## src/rtl/nacifra_pkg.sv

```systemverilog
`default_nettype none
// ============================================================================
// Module   : nacifra_pkg
// Purpose  : Nacifra code constants, segment patterns and scan FSM states.
// Revision : 1.0
// ============================================================================
package nacifra_pkg;

  typedef logic [4:0] nacifra_t;

  localparam nacifra_t NACIFRA_0 = 5'b00000;
  localparam nacifra_t NACIFRA_1 = 5'b10000;
  localparam nacifra_t NACIFRA_2 = 5'b11000;
  localparam nacifra_t NACIFRA_3 = 5'b11100;
  localparam nacifra_t NACIFRA_4 = 5'b11110;
  localparam nacifra_t NACIFRA_5 = 5'b11111;
  localparam nacifra_t NACIFRA_6 = 5'b01111;
  localparam nacifra_t NACIFRA_7 = 5'b00111;
  localparam nacifra_t NACIFRA_8 = 5'b00011;
  localparam nacifra_t NACIFRA_9 = 5'b00001;

  localparam logic [6:0] SEG_BLANK = 7'h7F;
  localparam logic [6:0] SEG_ERR   = 7'b0000110;

  typedef enum logic [1:0] {
    IDLE = 2'd0,
    SHOW = 2'd1,
    GAP  = 2'd2
  } scan_state_t;

  function automatic logic is_legal_code(input nacifra_t code);
    case (code)
      NACIFRA_0, NACIFRA_1, NACIFRA_2, NACIFRA_3, NACIFRA_4,
      NACIFRA_5, NACIFRA_6, NACIFRA_7, NACIFRA_8, NACIFRA_9: is_legal_code = 1'b1;
      default:                                               is_legal_code = 1'b0;
    endcase
  endfunction

endpackage
`default_nettype wire

```

## src/rtl/nacifra_seg_decode.sv

```systemverilog
`default_nettype none
// ============================================================================
// Module   : nacifra_seg_decode
// Purpose  : Combinational Nacifra code to active-low 7-segment pattern map.
// Revision : 1.0
// ============================================================================
module nacifra_seg_decode
  import nacifra_pkg::*;
(
  input  nacifra_t   code,
  output logic [6:0] seg_n
);

  always_comb begin
    case (code)
      NACIFRA_0: seg_n = 7'b1000000;
      NACIFRA_1: seg_n = 7'b1111001;
      NACIFRA_2: seg_n = 7'b0100100;
      NACIFRA_3: seg_n = 7'b0110000;
      NACIFRA_4: seg_n = 7'b0011001;
      NACIFRA_5: seg_n = 7'b0010010;
      NACIFRA_6: seg_n = 7'b0000010;
      NACIFRA_7: seg_n = 7'b1111000;
      NACIFRA_8: seg_n = 7'b0000000;
      NACIFRA_9: seg_n = 7'b0010000;
      default:   seg_n = SEG_ERR;
    endcase
  end

endmodule
`default_nettype wire

```

## src/rtl/nacifra_scan_ctrl.sv

```systemverilog
`default_nettype none
// ============================================================================
// Module   : nacifra_scan_ctrl
// Purpose  : Double-buffered multiplexed 7-segment scan controller.
//            NACIFRA_CODE_CHECK_EN adds illegal-code filtering and code_err.
// Revision : 1.0
// ============================================================================
module nacifra_scan_ctrl
  import nacifra_pkg::*;
#(
  parameter  int NUM_DIGITS  = 4,
  parameter  int SHOW_CYCLES = 50000,
  parameter  int GAP_CYCLES  = 500,
  localparam int IDX_W       = $clog2(NUM_DIGITS)
) (
  input  logic                  clk,
  input  logic                  rst_n,
  input  logic                  en,
  input  logic                  wr_valid,
  output logic                  wr_ready,
  input  logic [IDX_W-1:0]      wr_addr,
  input  logic [4:0]            wr_code,
  input  logic                  commit_req,
  output logic                  commit_pending,
  output logic [6:0]            seg_n,
  output logic [NUM_DIGITS-1:0] an_n,
`ifdef NACIFRA_CODE_CHECK_EN
  output logic                  code_err,
`endif
  output logic                  frame_done
);

  localparam int TMR_MAX = (SHOW_CYCLES > GAP_CYCLES) ? SHOW_CYCLES : GAP_CYCLES;
  localparam int TMR_W   = $clog2(TMR_MAX) + 1;
  localparam logic [TMR_W-1:0] C_SHOW_LAST = TMR_W'(SHOW_CYCLES - 1);
  localparam logic [TMR_W-1:0] C_GAP_LAST  = TMR_W'(GAP_CYCLES - 1);
  localparam logic [IDX_W-1:0] C_IDX_LAST  = IDX_W'(NUM_DIGITS - 1);

  scan_state_t           r_state;
  logic [IDX_W-1:0]      r_idx;
  logic [TMR_W-1:0]      r_timer;
  nacifra_t              r_shadow [NUM_DIGITS];
  nacifra_t              r_active [NUM_DIGITS];
  logic                  r_commit_pending;
  logic [6:0]            r_seg_n;
  logic [NUM_DIGITS-1:0] r_an_n;
  logic                  r_frame_done;

  logic       w_wr_fire;
  logic       w_wr_store;
  logic       w_boundary;
  logic [6:0] w_dec_seg;

  assign w_wr_fire  = wr_valid & ~r_commit_pending;
  assign w_boundary = en && (r_state == GAP) && (r_timer == C_GAP_LAST) && (r_idx == C_IDX_LAST);

`ifdef NACIFRA_CODE_CHECK_EN
  logic r_code_err;

  assign w_wr_store = w_wr_fire & is_legal_code(wr_code);
  assign code_err   = r_code_err;

  always_ff @(posedge clk or negedge rst_n) begin
    if (!rst_n) begin
      r_code_err <= 1'b0;
    end else if (w_wr_fire) begin
      r_code_err <= ~is_legal_code(wr_code);
    end
  end
`else
  assign w_wr_store = w_wr_fire;
`endif

  // Out-of-range addresses match no digit, so such writes fall away here.
  always_ff @(posedge clk or negedge rst_n) begin
    if (!rst_n) begin
      for (int i = 0; i < NUM_DIGITS; i++) begin
        r_shadow[i] <= '0;
        r_active[i] <= '0;
      end
    end else begin
      for (int i = 0; i < NUM_DIGITS; i++) begin
        if (w_wr_store && (wr_addr == IDX_W'(i))) r_shadow[i] <= wr_code;
        if (w_boundary && r_commit_pending)       r_active[i] <= r_shadow[i];
      end
    end
  end

  always_ff @(posedge clk or negedge rst_n) begin
    if (!rst_n) begin
      r_commit_pending <= 1'b0;
    end else if (w_boundary && r_commit_pending) begin
      r_commit_pending <= 1'b0;
    end else if (!r_commit_pending && commit_req) begin
      r_commit_pending <= 1'b1;
    end
  end

  nacifra_seg_decode u_seg_decode (
    .code  (r_active[r_idx]),
    .seg_n (w_dec_seg)
  );

  // Outputs are decoded from the current state, so they trail it by one cycle.
  always_ff @(posedge clk or negedge rst_n) begin
    if (!rst_n) begin
      r_state      <= IDLE;
      r_idx        <= '0;
      r_timer      <= '0;
      r_seg_n      <= SEG_BLANK;
      r_an_n       <= '1;
      r_frame_done <= 1'b0;
    end else begin
      r_frame_done <= w_boundary;
      if (r_state == SHOW) begin
        r_an_n  <= ~(NUM_DIGITS'(1) << r_idx);
        r_seg_n <= w_dec_seg;
      end else begin
        r_an_n  <= '1;
        r_seg_n <= SEG_BLANK;
      end

      if (!en) begin
        r_state <= IDLE;
        r_idx   <= '0;
        r_timer <= '0;
      end else begin
        case (r_state)
          IDLE: begin
            r_state <= SHOW;
            r_timer <= '0;
          end
          SHOW: begin
            if (r_timer == C_SHOW_LAST) begin
              r_state <= GAP;
              r_timer <= '0;
            end else begin
              r_timer <= r_timer + TMR_W'(1);
            end
          end
          GAP: begin
            if (r_timer == C_GAP_LAST) begin
              r_state <= SHOW;
              r_timer <= '0;
              r_idx   <= (r_idx == C_IDX_LAST) ? '0 : r_idx + IDX_W'(1);
            end else begin
              r_timer <= r_timer + TMR_W'(1);
            end
          end
          default: begin
            r_state <= IDLE;
            r_idx   <= '0;
            r_timer <= '0;
          end
        endcase
      end
    end
  end

  assign wr_ready       = ~r_commit_pending;
  assign commit_pending = r_commit_pending;
  assign seg_n          = r_seg_n;
  assign an_n           = r_an_n;
  assign frame_done     = r_frame_done;

endmodule
`default_nettype wire

```

## config.mk

```make
export PLATFORM = sky130hd
export DESIGN_NAME = nacifra_scan_ctrl
export DESIGN_NICKNAME = d
export VERILOG_FILES = /design/src/rtl/nacifra_pkg.sv /design/src/rtl/nacifra_seg_decode.sv /design/src/rtl/nacifra_scan_ctrl.sv
export SDC_FILE = /design/constraint.sdc
export NUM_CORES = 1
export LEC_CHECK = 0
export ABC_CLOCK_PERIOD_IN_PS = 2200
export CAP_MARGIN = 30
export CORE_UTILIZATION = 50
export CTS_CLUSTER_DIAMETER = 30
export DETAILED_ROUTE_END_ITERATION = 8
export PLACE_DENSITY = 0.67
export SLEW_MARGIN = 20
export SYNTH_ARGS = -nofsm -noshare
export SYNTH_HDL_FRONTEND = slang
export SYNTH_SLANG_ARGS = --single-unit
```

## constraint.sdc

```tcl
create_clock -name clk -period 2.2 [get_ports clk]
set_input_delay 0.66 -clock clk [delete_from_list [all_inputs] [get_ports clk]]
set_output_delay 0.66 -clock clk [all_outputs]
set_load 0.005 [all_outputs]
```

==> results.md, run 1 <==
* Die H at 83.9 µm
* NetSw at 0.818 mW
* Switching share of power at 0.264
* Area grow syn2layout at 19.0%
* Tmin final at 2.11 ns
* Ant diodes at 0
* Pre-antenna DRT Iters at 7
* First DRT Iteration DRCs at 97
* Buf/Inv on CP at 2
* Status: finished with violations
* Core area at 0.00642 mm²
* Hpwl dp at 4.23 mm
* Fin. max-slew vios at 0
* GRT Total Usage at 0.197
* Clk_skew at 0.0112 ns
* Worst slew pin tran at 0.388 ns
* HP Class: input pin to asynchronous set/reset pin
* Average cell area after synthesis at 12.5 µm²
* Achievable clock frequency at 474 MHz
* Final hold violations at 0
* Max_slew headroom at 0.741
* Filler cells at 511
* Post-route ant nets at 0
* Failing checks: DRC
* M1 GR Usage at 0.270
* # port buffers at 25
* Leakage power at 1.75 nW
* Post-layout worst setup margin at 0.0892 ns
* GR Util met3 at 0.0514
* FF-to-FF Start: r_timer[7]
* Critical Path Sink Type: primary output
* Cell family with most CP delay: buffers and inverters
* VDD IR max at 0.437 mV
* Final Setup Violations at 0
* Initial Utilization at 0.522
* Total number of vias at 2149
* Distinct cells, synth at 42
* CP arrival at 1.45 ns
* DIE AREA at 0.00704 mm²
* Met2 Track Usage GR at 0.306
* Routability cong. at 0.773
* Final period utilization at 0.959
* CTS tree: yes
* Rows at 29
* Crit path from: commit_pending
* Grt ovf at 0
* Hold WS at 0.325 ns
* Yosys reg bits at 74
* Final Util at 0.622
* IO Pins at 26
* Layout cell share with drive strength beyond 1 at 0.293
* Placed standard-cell area at 0.00379 mm²
* Asr flop ratio synth at 1.00
* CTS Buf Count at 9
* Power Total at 3.10 mW
* Vias in the first global route at 2188
* Sequential Area at 0.00187 mm²
* Largest net degree at the start of global routing at 75
* CP Data Required Time at 1.54 ns
* Post-place setup slack at -0.0307 ns
* Final nets at 329
* Fin area at 0.00399 mm²
* Synth Flop Type: dfrtp_1
* Sequential share of power at 0.498
* Synthesis Warnings at 0
* CP Cell Sequence: inv_1 -> clkdlybuf4s50_1
* Later-pin clock latency in the skew report at 0.35 ns
* Die W at 83.9 µm
* Sequential area share after synthesis at 0.556
* Synthesized Nets at 288
* Setup crit start kind: flip-flop
* Max_cap viols at 0
* Routed length per instance at 15.5 µm
* Most used routing layer: met2
* Pint at 2.29 mW
* # clock sinks at 74
* Post-synth EDFFs at 0
* CTS Hold Bufs at 0
* Maximum clock insertion buffer count at 2
* Multi-input gate area at 0.00141 mm²
* Combinational Power Share at 0.159
* Clk pin slew, worst setup/hold paths at 0.08 ns
* Clock network fraction of total power at 0.343
* Power Density at 778 mW/mm²
* Crit Path Class: flip-flop to primary output
* Mapped Area at 0.00335 mm²
* CP max FO at 7
* Delay of the slowest cell on the worst path at 0.52 ns
* Depth of the CTS H-tree at 3
* Post-synthesis cell count at 268
* CTS root buf: clkbuf_8
* RSZ-0062 raised after global routing: false
* Global-route wire length before repair at 10.6 mm
* WL final at 6.06 mm
* Initial antenna violation count at 0
* Via/cell ratio at 5.50
* Residual DRC at 9
* CP max-delay cell: clkdlybuf4s50_1
-- routing by layer --
metal / routed length (µm) / share of wire
met1: 2860 / 0.47
met2: 2860 / 0.47
met3: 255 / 0.042
met4: 78 / 0.013
met5: 0 / 0
-- what timing repair did --
item / in CTS / in global routing
endpoints found under the setup margin: 0 / 1
resized for setup: 0 / 1
buffers inserted: 0 / 0
hold endpoints to repair: 0 / 0
-- state kept, by name, summed over array words and instances (netlist names) --
name,count
r_active,20
r_shadow,20
r_timer,17
seg_n,7
an_n,4
r_idx,2
r_state,2
commit_pending,1
frame_done,1
-- placed cells by master (no fill, tap or decap), types with 2 or more instances in the layout --
cell type,count
mux2_2,40
nand3_1,6
clkinv_4,4
nor4_1,3
inv_1,11
or3_1,2
buf_4,9
nor2_1,30
ha_1,8
mux4_2,5
nor2b_1,3
a21oi_1,3
xnor2_1,8
dfstp_2,11
clkdlybuf4s50_1,24
nor3_1,7
o21ai_0,6
clkbuf_8,9
and4bb_2,2
o311ai_0,2
nand4_1,8
buf_12,3
nand2_1,17
xor2_1,7
dfrtp_1,63
-- cell usage after synthesis, drive strengths merged, types with 4 or more instances --
master / number / area (µm²)
mux2: 40 / 450
o21ai: 6 / 30.0
xnor2: 8 / 70.1
nand3: 6 / 30.0
inv: 11 / 41.3
dfstp: 11 / 289
ha: 8 / 100
dfrtp: 63 / 1580
nor2: 30 / 113
nor3: 7 / 35.0
buf: 4 / 31.3
nand2: 17 / 63.8
xor2: 7 / 61.3
nor4: 4 / 31.3
mux4: 5 / 113
nand4: 9 / 62.6
-- per-stage QoR --
stage | TNS [ns] | cells
after floorplan | 0 | 268
after global placement | 0 | 375
after detailed placement | -0.504 | 375
after CTS | 0 | 391
after global routing | 0 | 391
final | 0 | 391
-- power groups by stage --
| stage | sequential [mW] | clock (mW) | combinational [mW] |
|---|---|---|---|
| floorplan | 1.57 | 0 | 0.239 |
| finish | 1.55 | 1.07 | 0.493 |
| global placement | 1.57 | 0 | 0.494 |
| CTS | 1.55 | 1.09 | 0.498 |
| global route | 1.56 | 1.16 | 0.544 |
| detailed placement | 1.57 | 0 | 0.493 |
-- final cells by class --
cell class,instances,share of cell area
sequential,74,0.467
multi-input combinational,176,0.354
timing repair buffer,37,0.0934
clock buffer,9,0.0310
tap,77,0.0241
clock inverter,7,0.0197
inverter,11,0.0103
-- kinds of logic (layout without fill, tap and decap cells) --
family	after synthesis	after routing	synth area share
AOI/OAI and AO/OA	21	21	0.0485
xor gates and xnor gates	15	15	0.0392
adders and majority gates	8	8	0.0298
muxes	45	45	0.168
buffers and inverters	18	64	0.0250
and+or+nand+nor	87	87	0.134
DFF	74	74	0.556
-- path summary, 6_finish.rpt --
check | endpoint | slack [ns] | cells past startpoint
min in group clk | r_timer[0] | 0.49 | 1
max reg2reg | r_timer[6] | 0.15 | 5
min reg2reg | r_timer[0] | 0.49 | 1
max in group asynchronous | r_timer[6] | 1.57 | 2
min | r_state[1] | 0.33 | 2
max | wr_ready | 0.09 | 2
Note: power is estimated with default switching activity, not from simulation.
==> run 2: changes to the inputs <==
ABC_AREA = 1   (was not set)
CELL_PAD_IN_SITES_DETAIL_PLACEMENT = 0   (was not set)
CELL_PAD_IN_SITES_GLOBAL_PLACEMENT = 1   (was not set)
CORE_UTILIZATION = 44   (was 50)
PLACE_DENSITY = 0.77   (was 0.67)
REMOVE_ABC_BUFFERS = 1   (was not set)
==> run 2 against run 1 <==
  * Sequential cell count unchanged
  * Utilization decreased by 8.8 points
  * Highest routed layer unchanged
  * Sequential share of layout area shrank 1.9 points
  * Critical endpoint unchanged
  * Largest power group unchanged
  * Synthesized cell count up 66%
  * Design area increased by 4.3%
  * The run now ends clean
  * Via count up 29%
  * Largest cell class unchanged
==> results.md, run 2 <==
* Status: completed
* Non-filler instance count after layout at 584
* Routed length per instance at 12.0 µm
* Hold WS at 0.275 ns
* CTS tree: yes
* Final setup TNS at 0 ns
* Average cell area after synthesis at 8.05 µm²
* Crit Path Class: flip-flop to primary output
* Complex-gate fraction of the synthesized area at 0.0416
* Synth Flop Type: dfrtp_1
* Filler cells at 754
* Achievable clock frequency at 491 MHz
* Die W at 92.2 µm
* Worst slew pin tran at 0.515 ns
* Post-route ant nets at 0
* Rows at 32
* Final period utilization at 0.925
* Buf/Inv on CP at 2
* NetSw at 0.927 mW
* Xor and xnor area share after synthesis at 0.0318
* Grt ovf at 0
* First DRT Iteration DRCs at 120
* Largest area contributor in the synthesized netlist: dfrtp_1
* Core area at 0.00781 mm²
* Setup crit start kind: flip-flop
* Residual DRC at 0
* Switching share of power at 0.288
* Maximum clock insertion buffer count at 2
* RSZ-0062 raised after global routing: false
* Post-synth EDFFs at 0
* Via/cell ratio at 4.75
* Initial antenna violation count at 0
* CP Data Required Time at 1.54 ns
* DIE AREA at 0.00849 mm²
* Power Density at 772 mW/mm²
* Global-route wire length before repair at 12.6 mm
* GRT Total Usage at 0.189
* Critical Path Sink Type: primary output
* Area contributors post-synth: dfrtp_1 (44%), nand2_1 (17%), dfstp_2 (8.1%), nand3_1 (4.8%), nor2_1 (4.6%)
* Max_cap viols at 0
* CP Cell Sequence: inv_1 -> clkdlybuf4s50_1
* Vias in the first global route at 2689
* Final Setup Violations at 0
* Sequential Area at 0.00187 mm²
* Tmin final at 2.04 ns
* Power Total at 3.21 mW
* CP arrival at 1.38 ns
* Top-count cell post-synth: nand2_1
* Later-pin clock latency in the skew report at 0.35 ns
* Crit path from: commit_pending
* Total number of vias at 2776
* Final hold violations at 0
* Largest family of logic cells by synthesized area: simple AND/OR/NAND/NOR gates
* CTS root buf: clkbuf_8
* Clk pin slew, worst setup/hold paths at 0.09 ns
* Fin. max-slew vios at 0
* Initial Utilization at 0.458
* Clk_skew at 0.0129 ns
* Sequential area share after synthesis at 0.522
* Fin area at 0.00416 mm²
* Post-synthesis mux area share at 0
* Area grow syn2layout at 16.4%
* Post-synthesis adder-cell area fraction at 0.0280
* Asr flop ratio synth at 1.00
* Pre-antenna DRT Iters at 4
* CTS Hold Bufs at 0
* Sequential share of power at 0.481
* Commonest cells post-synth: nand2_1 (166), dfrtp_1 (63), nor2_1 (44)
* Yosys reg bits at 74
* Post-CTS Setup Bufs at 0
* Clock network fraction of total power at 0.348
* WL final at 7.01 mm
* Hpwl dp at 5.03 mm
* VDD IR max at 0.397 mV
* IO Pins at 26
* Max_slew headroom at 0.657
* Routability cong. at 0.781
* # port buffers at 25
* Ant diodes at 0
* CP max-delay cell: clkdlybuf4s50_1
* Cell family with most CP delay: buffers and inverters
* Placed cells at 568
* Distinct cells, synth at 28
* FF-to-FF Start: r_timer[0]
* Depth of the CTS H-tree at 3
* Pint at 2.29 mW
* Leakage power at 2.04 nW
* Post-Synth Simple-Gate Area at 0.313
* Die H at 92.2 µm
* Delay of the slowest cell on the worst path at 0.49 ns
* Area share of the largest cell type after synthesis at 0.441
* # clock sinks at 74
* Mapped Area at 0.00358 mm²
* Layout cell share with drive strength beyond 1 at 0.0934
* Post-synthesis cell count at 444
* Multi-input gate area at 0.00148 mm²
* CTS Buf Count at 9
* HP Class: input pin to asynchronous set/reset pin
* CP max FO at 5
* Biggest regs: r_active x20, r_shadow x20, r_timer x17
* Combinational Power Share at 0.170
* Commonest cells after routing, fill and taps aside: nand2_1 (166), dfrtp_1 (63), nor2_1 (44)
* Final nets at 497
* Largest net degree at the start of global routing at 30
* Placed standard-cell area at 0.00396 mm²
* Synthesis Warnings at 0
* Post-CTS sizing at 0
* Most common cell after layout, fill and taps aside: nand2_1
==> run 2: cell types whose count changed after synthesis, moves of 4 or more <==
cell     change
nand2_1    +149
mux2_2      -40
inv_1       +29
nand3_1     +28
o21ai_0     +16
nor2_1      +14
xnor2_1      -6
mux4_2       -5
buf_2        +4
inv_2        +4
xor2_1       +4
==> run 2: cell families (layout without fill, tap and decap cells) <==
family                     count (synthesis)  count (layout)
DFF                                       74              74
xor gates and xnor gates                  13              13
buffers and inverters                     53              91
AOI/OAI and AO/OA                         28              28
adders and majority gates                  8               8
and+or+nand+nor                          268             268
==> run 2: through the flow <==
stage                     worst slack (ns)  utilization
final                                0.164        0.533
after global placement               0.192        0.507
after floorplan                      0.510            -
after CTS                            0.148        0.533
after detailed placement             0.188        0.507
after global routing                 0.110        0.533
==> run 2: layout make-up <==
cell class | count | share of cell area
Clock buffer | 9 | 0.0297
Clock inverter | 7 | 0.0201
Inverter | 44 | 0.0397
Multi-Input combinational cell | 317 | 0.356
Sequential cell | 74 | 0.448
Tap cell | 102 | 0.0306
Timing Repair Buffer | 31 | 0.0757
==> run 2: final timing paths <==
kind                                 to  slack (ns)  cells after the start
setup / recovery               wr_ready        0.16                      2
hold / removal               frame_done        0.27                      1
setup reg to reg            r_timer[14]        0.47                      7
min in group clk             r_timer[0]        0.47                      1
hold reg to reg              r_timer[0]        0.47                      1
max in group asynchronous  r_shadow[17]        1.40                      2
==> run 2: per-layer routing <==
metal | global-route usage | vias to the layer above | routed length, µm
li1 | - | 1461 | -
met1 | 0.280 | 1254 | 3820
met2 | 0.274 | 58 | 2900
met3 | 0.0299 | 3 | 253
met4 | 0.0755 | 0 | 28
met5 | 0 | - | 0
==> run 2: power groups by stage <==
stage | Sequential (mW) | Combinational (mW) | Clock (mW)
floorplan | 1.58 | 0.286 | 0
global placement | 1.57 | 0.548 | 0
detailed placement | 1.57 | 0.558 | 0
CTS | 1.55 | 0.559 | 1.15
global route | 1.56 | 0.628 | 1.21
finish | 1.55 | 0.548 | 1.12
